**src/rtl/mem_stage.sv**
```systemverilog
`default_nettype none
// ============================================================================
// Module      : mem_stage
// Description : Memory-access pipeline stage. Consumes the EX/MEM fields and
//               issues loads/stores over a valid/ready data-memory port. It
//               aligns and extends load data, flags misaligned and illegal
//               accesses, and times out unanswered loads. It owns the MEM/WB
//               register and stalls upstream while an access is outstanding.
// Ports       :
//   clk, reset (async, active-low)
//   ex_*       EX/MEM entry: valid, ALU result / effective address, store
//              data, rd, reg_write, mem_read, mem_write, funct3
//   dmem_*     request (valid/ready, addr, we, wstrb, wdata) and
//              response (rsp_valid, rdata)
//   mem_stall  holds EX/MEM and all upstream stages
//   wb_*       MEM/WB register: valid, rd, reg_write, data, exception info
// Revision    : 1.0 - initial release
// ============================================================================
module mem_stage #(
    parameter int XLEN           = 32,
    parameter int REG_ADDR_WIDTH = 5,
    parameter int RSP_TIMEOUT    = 64
) (
    input  logic                      clk,
    input  logic                      reset,
    input  logic                      ex_valid,
    input  logic [XLEN-1:0]           ex_alu_result,
    input  logic [XLEN-1:0]           ex_rs2_data,
    input  logic [REG_ADDR_WIDTH-1:0] ex_rd_addr,
    input  logic                      ex_reg_write,
    input  logic                      ex_mem_read,
    input  logic                      ex_mem_write,
    input  logic [2:0]                ex_funct3,
    output logic                      dmem_req_valid,
    input  logic                      dmem_req_ready,
    output logic [XLEN-1:0]           dmem_addr,
    output logic                      dmem_we,
    output logic [3:0]                dmem_wstrb,
    output logic [XLEN-1:0]           dmem_wdata,
    input  logic                      dmem_rsp_valid,
    input  logic [XLEN-1:0]           dmem_rdata,
    output logic                      mem_stall,
    output logic                      wb_valid,
    output logic [REG_ADDR_WIDTH-1:0] wb_rd_addr,
    output logic                      wb_reg_write,
    output logic [XLEN-1:0]           wb_write_data,
    output logic                      wb_exc_valid,
    output logic [1:0]                wb_exc_cause,
    output logic [XLEN-1:0]           wb_exc_addr
);

    localparam int                CNT_W      = $clog2(RSP_TIMEOUT) + 1;
    localparam logic [CNT_W-1:0]  C_CNT_LAST = CNT_W'(RSP_TIMEOUT - 1);
    localparam logic [1:0]        C_CAUSE_LD_MIS = 2'b01;
    localparam logic [1:0]        C_CAUSE_ST_MIS = 2'b10;
    localparam logic [1:0]        C_CAUSE_ACCESS = 2'b11;

    typedef enum logic [0:0] {
        S_IDLE     = 1'b0,
        S_WAIT_RSP = 1'b1
    } state_t;

    state_t                    r_state, w_state_nxt;
    logic [CNT_W-1:0]          r_cnt, w_cnt_nxt;

    // Load context captured on accept, used when the response arrives.
    logic [REG_ADDR_WIDTH-1:0] r_ld_rd;
    logic                      r_ld_rw;
    logic [2:0]                r_ld_f3;
    logic [XLEN-1:0]           r_ld_addr;
    logic                      w_capture;

    // MEM/WB register and its next value.
    logic                      r_wb_valid,   w_wb_valid;
    logic [REG_ADDR_WIDTH-1:0] r_wb_rd,      w_wb_rd;
    logic                      r_wb_rw,      w_wb_rw;
    logic [XLEN-1:0]           r_wb_data,    w_wb_data;
    logic                      r_wb_exc,     w_wb_exc;
    logic [1:0]                r_wb_cause,   w_wb_cause;
    logic [XLEN-1:0]           r_wb_eaddr,   w_wb_eaddr;

    logic                      w_is_load;
    logic                      w_is_store;
    logic [1:0]                w_lsb;
    logic                      w_fault;
    logic [1:0]                w_cause;
    logic                      w_req_legal;
    logic                      w_stall;
    logic [XLEN-1:0]           w_shifted;
    logic [XLEN-1:0]           w_ld_data;

    // ------------------------------------------------------------------
    // Decode and fault detection
    // ------------------------------------------------------------------
    // A set mem_read takes priority if both op flags are ever raised.
    assign w_is_load  = ex_valid & ex_mem_read;
    assign w_is_store = ex_valid & ex_mem_write & ~ex_mem_read;
    assign w_lsb      = ex_alu_result[1:0];

    always_comb begin
        w_fault = 1'b0;
        w_cause = 2'b00;
        if (w_is_load) begin
            case (ex_funct3)
                3'b000, 3'b100: ;
                3'b001, 3'b101: begin
                    w_fault = w_lsb[0];
                    w_cause = C_CAUSE_LD_MIS;
                end
                3'b010: begin
                    w_fault = (w_lsb != 2'b00);
                    w_cause = C_CAUSE_LD_MIS;
                end
                default: begin
                    w_fault = 1'b1;
                    w_cause = C_CAUSE_ACCESS;
                end
            endcase
        end else if (w_is_store) begin
            case (ex_funct3)
                3'b000: ;
                3'b001: begin
                    w_fault = w_lsb[0];
                    w_cause = C_CAUSE_ST_MIS;
                end
                3'b010: begin
                    w_fault = (w_lsb != 2'b00);
                    w_cause = C_CAUSE_ST_MIS;
                end
                default: begin
                    w_fault = 1'b1;
                    w_cause = C_CAUSE_ACCESS;
                end
            endcase
        end
    end

    assign w_req_legal = (w_is_load | w_is_store) & ~w_fault;

    // ------------------------------------------------------------------
    // Request port (combinational from EX/MEM, which is held during stall)
    // ------------------------------------------------------------------
    assign dmem_req_valid = reset & (r_state == S_IDLE) & w_req_legal;
    assign dmem_addr      = {ex_alu_result[XLEN-1:2], 2'b00};
    assign dmem_we        = w_is_store;

    always_comb begin
        dmem_wstrb = 4'b0000;
        dmem_wdata = ex_rs2_data;
        if (w_is_store) begin
            case (ex_funct3[1:0])
                2'b00: begin
                    dmem_wstrb = 4'b0001 << w_lsb;
                    dmem_wdata = XLEN'({4{ex_rs2_data[7:0]}});
                end
                2'b01: begin
                    dmem_wstrb = w_lsb[1] ? 4'b1100 : 4'b0011;
                    dmem_wdata = XLEN'({2{ex_rs2_data[15:0]}});
                end
                default: begin
                    dmem_wstrb = 4'b1111;
                    dmem_wdata = ex_rs2_data;
                end
            endcase
        end
    end

    // ------------------------------------------------------------------
    // Load data alignment and extension
    // ------------------------------------------------------------------
    assign w_shifted = dmem_rdata >> {r_ld_addr[1:0], 3'b000};

    always_comb begin
        case (r_ld_f3)
            3'b000:  w_ld_data = {{(XLEN-8){w_shifted[7]}},   w_shifted[7:0]};
            3'b001:  w_ld_data = {{(XLEN-16){w_shifted[15]}}, w_shifted[15:0]};
            3'b100:  w_ld_data = {{(XLEN-8){1'b0}},           w_shifted[7:0]};
            3'b101:  w_ld_data = {{(XLEN-16){1'b0}},          w_shifted[15:0]};
            default: w_ld_data = w_shifted;
        endcase
    end

    // ------------------------------------------------------------------
    // FSM next-state, stall and MEM/WB next value. MEM/WB defaults to a
    // bubble; every branch that completes an instruction overrides it.
    // ------------------------------------------------------------------
    always_comb begin
        w_state_nxt = r_state;
        w_cnt_nxt   = r_cnt;
        w_stall     = 1'b0;
        w_capture   = 1'b0;
        w_wb_valid  = 1'b0;
        w_wb_rd     = '0;
        w_wb_rw     = 1'b0;
        w_wb_data   = '0;
        w_wb_exc    = 1'b0;
        w_wb_cause  = 2'b00;
        w_wb_eaddr  = '0;

        case (r_state)
            S_IDLE: begin
                w_cnt_nxt = '0;
                if (ex_valid) begin
                    if (!(w_is_load || w_is_store)) begin
                        w_wb_valid = 1'b1;
                        w_wb_rd    = ex_rd_addr;
                        w_wb_rw    = ex_reg_write;
                        w_wb_data  = ex_alu_result;
                    end else if (w_fault) begin
                        w_wb_valid = 1'b1;
                        w_wb_rd    = ex_rd_addr;
                        w_wb_exc   = 1'b1;
                        w_wb_cause = w_cause;
                        w_wb_eaddr = ex_alu_result;
                    end else if (w_is_store) begin
                        if (dmem_req_ready) begin
                            w_wb_valid = 1'b1;
                            w_wb_rd    = ex_rd_addr;
                        end else begin
                            w_stall = 1'b1;
                        end
                    end else begin
                        w_stall = 1'b1;
                        if (dmem_req_ready) begin
                            w_capture   = 1'b1;
                            w_state_nxt = S_WAIT_RSP;
                        end
                    end
                end
            end

            S_WAIT_RSP: begin
                if (dmem_rsp_valid) begin
                    w_wb_valid  = 1'b1;
                    w_wb_rd     = r_ld_rd;
                    w_wb_rw     = r_ld_rw;
                    w_wb_data   = w_ld_data;
                    w_state_nxt = S_IDLE;
                    w_cnt_nxt   = '0;
                end else if (r_cnt == C_CNT_LAST) begin
                    // Release the stall this cycle so the faulting load
                    // retires instead of being re-issued from IDLE.
                    w_wb_valid  = 1'b1;
                    w_wb_rd     = r_ld_rd;
                    w_wb_exc    = 1'b1;
                    w_wb_cause  = C_CAUSE_ACCESS;
                    w_wb_eaddr  = r_ld_addr;
                    w_state_nxt = S_IDLE;
                    w_cnt_nxt   = '0;
                end else begin
                    w_stall   = 1'b1;
                    w_cnt_nxt = r_cnt + CNT_W'(1);
                end
            end

            default: begin
                w_state_nxt = S_IDLE;
                w_cnt_nxt   = '0;
            end
        endcase
    end

    assign mem_stall = reset & w_stall;

    // ------------------------------------------------------------------
    // State registers
    // ------------------------------------------------------------------
    always_ff @(posedge clk or negedge reset) begin
        if (!reset) begin
            r_state <= S_IDLE;
            r_cnt   <= '0;
        end else begin
            r_state <= w_state_nxt;
            r_cnt   <= w_cnt_nxt;
        end
    end

    always_ff @(posedge clk or negedge reset) begin
        if (!reset) begin
            r_ld_rd   <= '0;
            r_ld_rw   <= 1'b0;
            r_ld_f3   <= 3'b000;
            r_ld_addr <= '0;
        end else if (w_capture) begin
            r_ld_rd   <= ex_rd_addr;
            r_ld_rw   <= ex_reg_write;
            r_ld_f3   <= ex_funct3;
            r_ld_addr <= ex_alu_result;
        end
    end

    always_ff @(posedge clk or negedge reset) begin
        if (!reset) begin
            r_wb_valid <= 1'b0;
            r_wb_rd    <= '0;
            r_wb_rw    <= 1'b0;
            r_wb_data  <= '0;
            r_wb_exc   <= 1'b0;
            r_wb_cause <= 2'b00;
            r_wb_eaddr <= '0;
        end else begin
            r_wb_valid <= w_wb_valid;
            r_wb_rd    <= w_wb_rd;
            r_wb_rw    <= w_wb_rw;
            r_wb_data  <= w_wb_data;
            r_wb_exc   <= w_wb_exc;
            r_wb_cause <= w_wb_cause;
            r_wb_eaddr <= w_wb_eaddr;
        end
    end

    assign wb_valid      = r_wb_valid;
    assign wb_rd_addr    = r_wb_rd;
    assign wb_reg_write  = r_wb_rw;
    assign wb_write_data = r_wb_data;
    assign wb_exc_valid  = r_wb_exc;
    assign wb_exc_cause  = r_wb_cause;
    assign wb_exc_addr   = r_wb_eaddr;

endmodule
`default_nettype wire

```
**config.mk**
```make
export PLATFORM = sky130hd
export DESIGN_NAME = mem_stage
export DESIGN_NICKNAME = d
export VERILOG_FILES = /design/src/rtl/mem_stage.sv
export SDC_FILE = /design/constraint.sdc
export NUM_CORES = 1
export LEC_CHECK = 0
export CAP_MARGIN = 20
export CORE_MARGIN = 1.5
export CORE_UTILIZATION = 45
export DETAILED_ROUTE_END_ITERATION = 8
export PLACE_DENSITY_LB_ADDON = 0.25
export SYNTH_ARGS = -nofsm -noshare
export SYNTH_HDL_FRONTEND = slang
export SYNTH_SLANG_ARGS = --single-unit
```
**constraint.sdc**
```tcl
create_clock -name clk -period 5.45 [get_ports clk]
set_input_delay 0.8175 -clock clk [delete_from_list [all_inputs] [get_ports clk]]
set_output_delay 0.8175 -clock clk [all_outputs]
set_load 0.03 [all_outputs]
```
; ---- Yosys cells after proc, flatten, opt, wreduce, memory -nomap -nowiden
; Index checks and enable logic that the tools add are counted.
[op_classes]
add_sub_neg = 1
eq_ne = 9
bitwise = 11
reduce_logical = 9
shifts = 2
mux = 72
[ops]
columns = operator, count
row1 = 2-to-1 mux 32 bit, 9
row2 = one-hot mux 32 bit (2 select lines), 3
row3 = one-hot mux 32 bit (4 select lines), 1
row4 = 2-to-1 mux 5 bit, 7
row5 = right shift 32 x 5 -> 32 bit, 1
row6 = 2-to-1 mux 1 bit, 28
row7 = 2-to-1 mux 2 bit, 7
row8 = 2-to-1 mux 7 bit, 2
row9 = one-hot mux 7 bit (2 select lines), 1
row10 = "equality test 3 bit, second input constant", 4
row11 = one-hot mux 2 bit (2 select lines), 3
row12 = one-hot mux 1 bit (2 select lines), 5
row13 = one-hot mux 5 bit (2 select lines), 1
row14 = 2-to-1 mux 4 bit, 2
row15 = one-hot mux 4 bit (2 select lines), 1
row16 = "adder 7 x 1 -> 7 bit, second input constant", 1
row17 = bitwise AND 1 bit, 7
row18 = "equality test 7 x 6 -> 1 bit, second input constant", 1
row19 = "equality test 3 x 1 -> 1 bit, second input constant", 2
row20 = zero test 3 bit, 2
row21 = one-hot mux 1 bit (3 select lines), 2
row22 = OR reduction 2 bit, 3
row23 = "left shift 1 x 2 -> 4 bit, first input constant", 1
row24 = "equality test 3 x 2 -> 1 bit, second input constant", 1
row25 = other kinds (7), 9
[word_totals]
reg_bits = 123
word_cells = 117
input_bits = 112
out_inout_bits = 145

; ---- Depth between registers and ports, before layout
[logic_depth]
word_depth = 9
depth_mapped = 7
depth_no_buf = 5

; ---- Least setup slack after synthesis
; No wires, ideal clock.
[synth_timing]
path_kind = input -> output
from = input port ex_mem_read
to = output port dmem_wdata[24]
required_ns = 4.633
path_stages = 6
arrival_ns = 2.328
n_path_buf = 2
setup_slack_ns = 2.305
cell_sequence = buf_2 nand3b_1 nor2_1 buf_2 nor2_1 a21oi_1
[synth_via]
elab_chain_len = 3
[synth_rtl]
columns = element, line
row1 = from (decl), 31  ; input logic ex_mem_read,
row2 = inverter 1 bit, 97  ; assign w_is_store = ex_valid & ex_mem_write & ~ex_mem_read;
row3 = bitwise AND 1 bit, 97
row4 = 2-to-1 mux 32 bit, 150  ; if (w_is_store) begin
row5 = to (decl), 39  ; output logic [XLEN-1:0] dmem_wdata,
; No other way between the ends.

; ---- Worst setup path in the final report
[layout_timing]
from = input port ex_mem_read
to = output port dmem_wdata[14]
; Same word-level chain as after synthesis.

==> flow_summary.yaml <==
critical_path:
  endpoint_kind: "output pin"
  path_class: "in2out"
  cp_data_required_time_ns: 4.63
  slowest_delay_ns: 0.63
  crit_fanout: 12
  r2r_cells: 4
  crit_chain: "clkdlybuf4s50_1 -> nand3b_1 -> nor3_2 -> mux2_2 -> clkdlybuf4s50_1"
  cp_slowest_cell: "clkdlybuf4s50_1"
  worst_setup_path_start_kind: "input pin"
  cpMostUsedCell: "clkdlybuf4s50_1"
  crit_arrival_ns: 3.47
clocking:
  htree_levels: 4
  clk_latency_ns: 0.41
  clock_path_buffers: 2
  cts_tree: "done"
  cts-root-buf: "clkbuf_16"
  cts.sinks: 123
  hold_buffers: 0
  cts-resized-gates: 0
  cts_setup_buffers: 0
  clkSlewWorstSetupHoldPaths_ns: 0.05
  cts-buffers-inserted: 17
logic_synthesis:
  netlist_instances: 506
  synth-warning-count: 0
  synth.area.top_cells: "dfrtp_1 51%, mux2_2 12%, a22o_1 6.7%"
  netlist_top_cells_count: "123 x dfrtp_1, 62 x mux2_2, 46 x a22o_1"
  ys_types: 47
  synth_edf_count: 0
  synth_flop_cell: "dfrtp_1"
  syn_area_per_cell_um2: 11.9
  syn_area_um2: 6020
  ys_seq_elements: 123
  synth.most_common_cell: "dfrtp_1"
  netlist.top_cell.by_area: "dfrtp_1"
  synthArstFlopShare_pct: 100
  synth_seq_area_share_pct: 51.1
  synth_top_area_share_pct: 51.1
floorplan:
  die_h_um: 119
  start_util_pct: 45.8
  rows: 42
  dieWidth_um: 119
  ios: 257
  floorplan.die_area_um2: 14100
  core_area_um2: 13100
power_and_ir_drop:
  p_switching_uw: 831
  combPwrFrac_pct: 24.6
  internal_power_mw: 2.03
  ir_worst_vdd_v: 0.000212
  power.leakage_nw: 3.87
  power_density_nw_per_um2: 317
  pwr-share-clk_pct: 37.6
  seq_power_share_pct: 37.9
  switching_share_pct: 29.1
timing:
  hold_violations: 0
  fmax_mhz: 233
  timing.setup.tns_ns: 0
  drv_slew: 0
  relSlewSlack_pct: 28.0
  whs_ns: 0.477
  finalCritPeriodShare_pct: 78.6
  clock-skew-final_ns: 0.00743
  setup_violations: 0
  period_needed_ns: 4.28
  grt_setup_unrepaired: "no"
  worstMarginPinSlew_ns: 1.07
routing:
  drtAntennaViolNets: 0
  routed_wl_um: 17500
  num_vias: 4880
  drc: 0
  drt-initial-drc-count: 452
  via_per_inst: 5.40
  firstDrtPassIters: 4
  post_drt_wl_per_cell_um: 19.3
place:
  hpwl_um: 12400
  gp_congestion: 0.803
  numPortBuffers: 254
global_route:
  grt_pass1_vias: 4974
  antenna_found_initial: 0
  grt_usage_pct: 25.0
  grt_pass1_wl_um: 26800
  grt-ovfl-total: 0
  grt_max_degree: 67
final_layout:
  drive_above_1_share_pct: 17.3
  fillCellCount: 969
  antenna_cells: 0
  area_delta_synth_final_pct: 49.5
  nets: 828
run:
  max_cap_viol_count: 0
min_path:
  hp-class: "reg2reg"
  holdPathStages: 1
status:
  status: "finished, final reports clean"
[power groups by stage]
| stage | Combinational (mW) | Sequential [mW] | Clock, mW |
|---|---|---|---|
| after global placement | 0.666 | 1.10 | 0 |
| after floorplan | 0.366 | 1.13 | 0 |
| after detailed placement | 0.678 | 1.10 | 0 |
| after CTS | 0.682 | 1.09 | 1.08 |
| final | 0.701 | 1.08 | 1.07 |
| after global routing | 0.745 | 1.09 | 1.13 |
[layout by cell type, fill, tap and decap left out, drive strengths merged, types with 3 or more instances in the layout]
cell           synthesis  final
clkinvlp               0      3
inv                    6      6
a22o                  46     46
nor2b                  5      5
mux2                  62     62
nand2b                 5      5
o21ai                 29     29
nand2                 24     24
nor4                   3      3
or2                    4      4
nand3b                 9      9
a21oi                 25     25
dfrtp                123    123
mux2i                 26     26
clkbuf                12     20
and2                   3      3
clkdlybuf4s50          0    253
clkinv                 0      7
a221o                 15     15
buf                   63     11
nor2                  17     17
[registers in the layout, summed over array words and instances (netlist names)]
signal         count
r_cnt              7
r_state            1
wb_exc_cause       2
r_ld_rd            5
wb_reg_write       1
wb_write_data     32
r_ld_f3            3
wb_exc_valid       1
wb_valid           1
wb_rd_addr         5
r_ld_rw            1
wb_exc_addr       32
r_ld_addr         32
[final timing paths]
kind | from | endpoint | slack, ns
max reg2reg | r_state | wb_write_data[30] | 2.95
min in group asynchronous | reset | wb_exc_cause[1] | 0.65
min reg2reg | r_cnt[0] | r_cnt[0] | 0.48
max | ex_mem_read | dmem_wdata[14] | 1.17
max in group asynchronous | reset | wb_exc_addr[29] | 3.52
min | r_cnt[0] | r_cnt[0] | 0.48
[layout make-up]
type | instances | area, um2 | share of cell area [%]
clock buffer | 20 | 437 | 4.85
clock inverter | 12 | 125 | 1.39
timing repair buffer | 264 | 2640 | 29.3
tap | 176 | 220 | 2.45
inverter | 6 | 22.5 | 0.250
multi-input combinational | 303 | 2480 | 27.6
sequential | 123 | 3080 | 34.2
[cells by family after synthesis]
group / count (synthesis) / share of synthesized area [%]
other: 1 / 0.0623
xor gates and xnor gates: 3 / 0.437
muxes: 90 / 16.7
and+or+nand+nor: 78 / 7.40
AOI/OAI and AO/OA: 128 / 15.8
buffers and inverters: 81 / 8.15
DFF: 123 / 51.1
adders and majority gates: 2 / 0.374
[metrics by stage]
stage	power, mW	std cells	setup slack (ns)	util [%]	area [um2]
2_1_floorplan	1.50	507	2.30	-	6020
3_3_place_gp	1.76	871	1.26	64.0	8410
3_5_place_dp	1.78	871	1.17	64.0	8410
4_1_cts	2.86	903	1.18	68.3	8970
5_1_grt	2.96	904	1.06	68.5	9000
6_report	2.86	904	1.17	68.5	9000
[per-layer routing]
metal  up-vias  wire [um]  track usage (%)
met5         -          0                0
met4         0        352             8.51
met3        26       1220             6.47
met2       229       9180             44.1
met1      2405       6730             29.4
li1       2220          -                -
[worst max-delay path: cells and delay by family]
family | cells | cell delay, ns
buffers and inverters | 2 | 1.22
multiplexers | 1 | 0.41
AND/OR/NAND/NOR | 2 | 1.02
(Power assumes the default switching activity.)
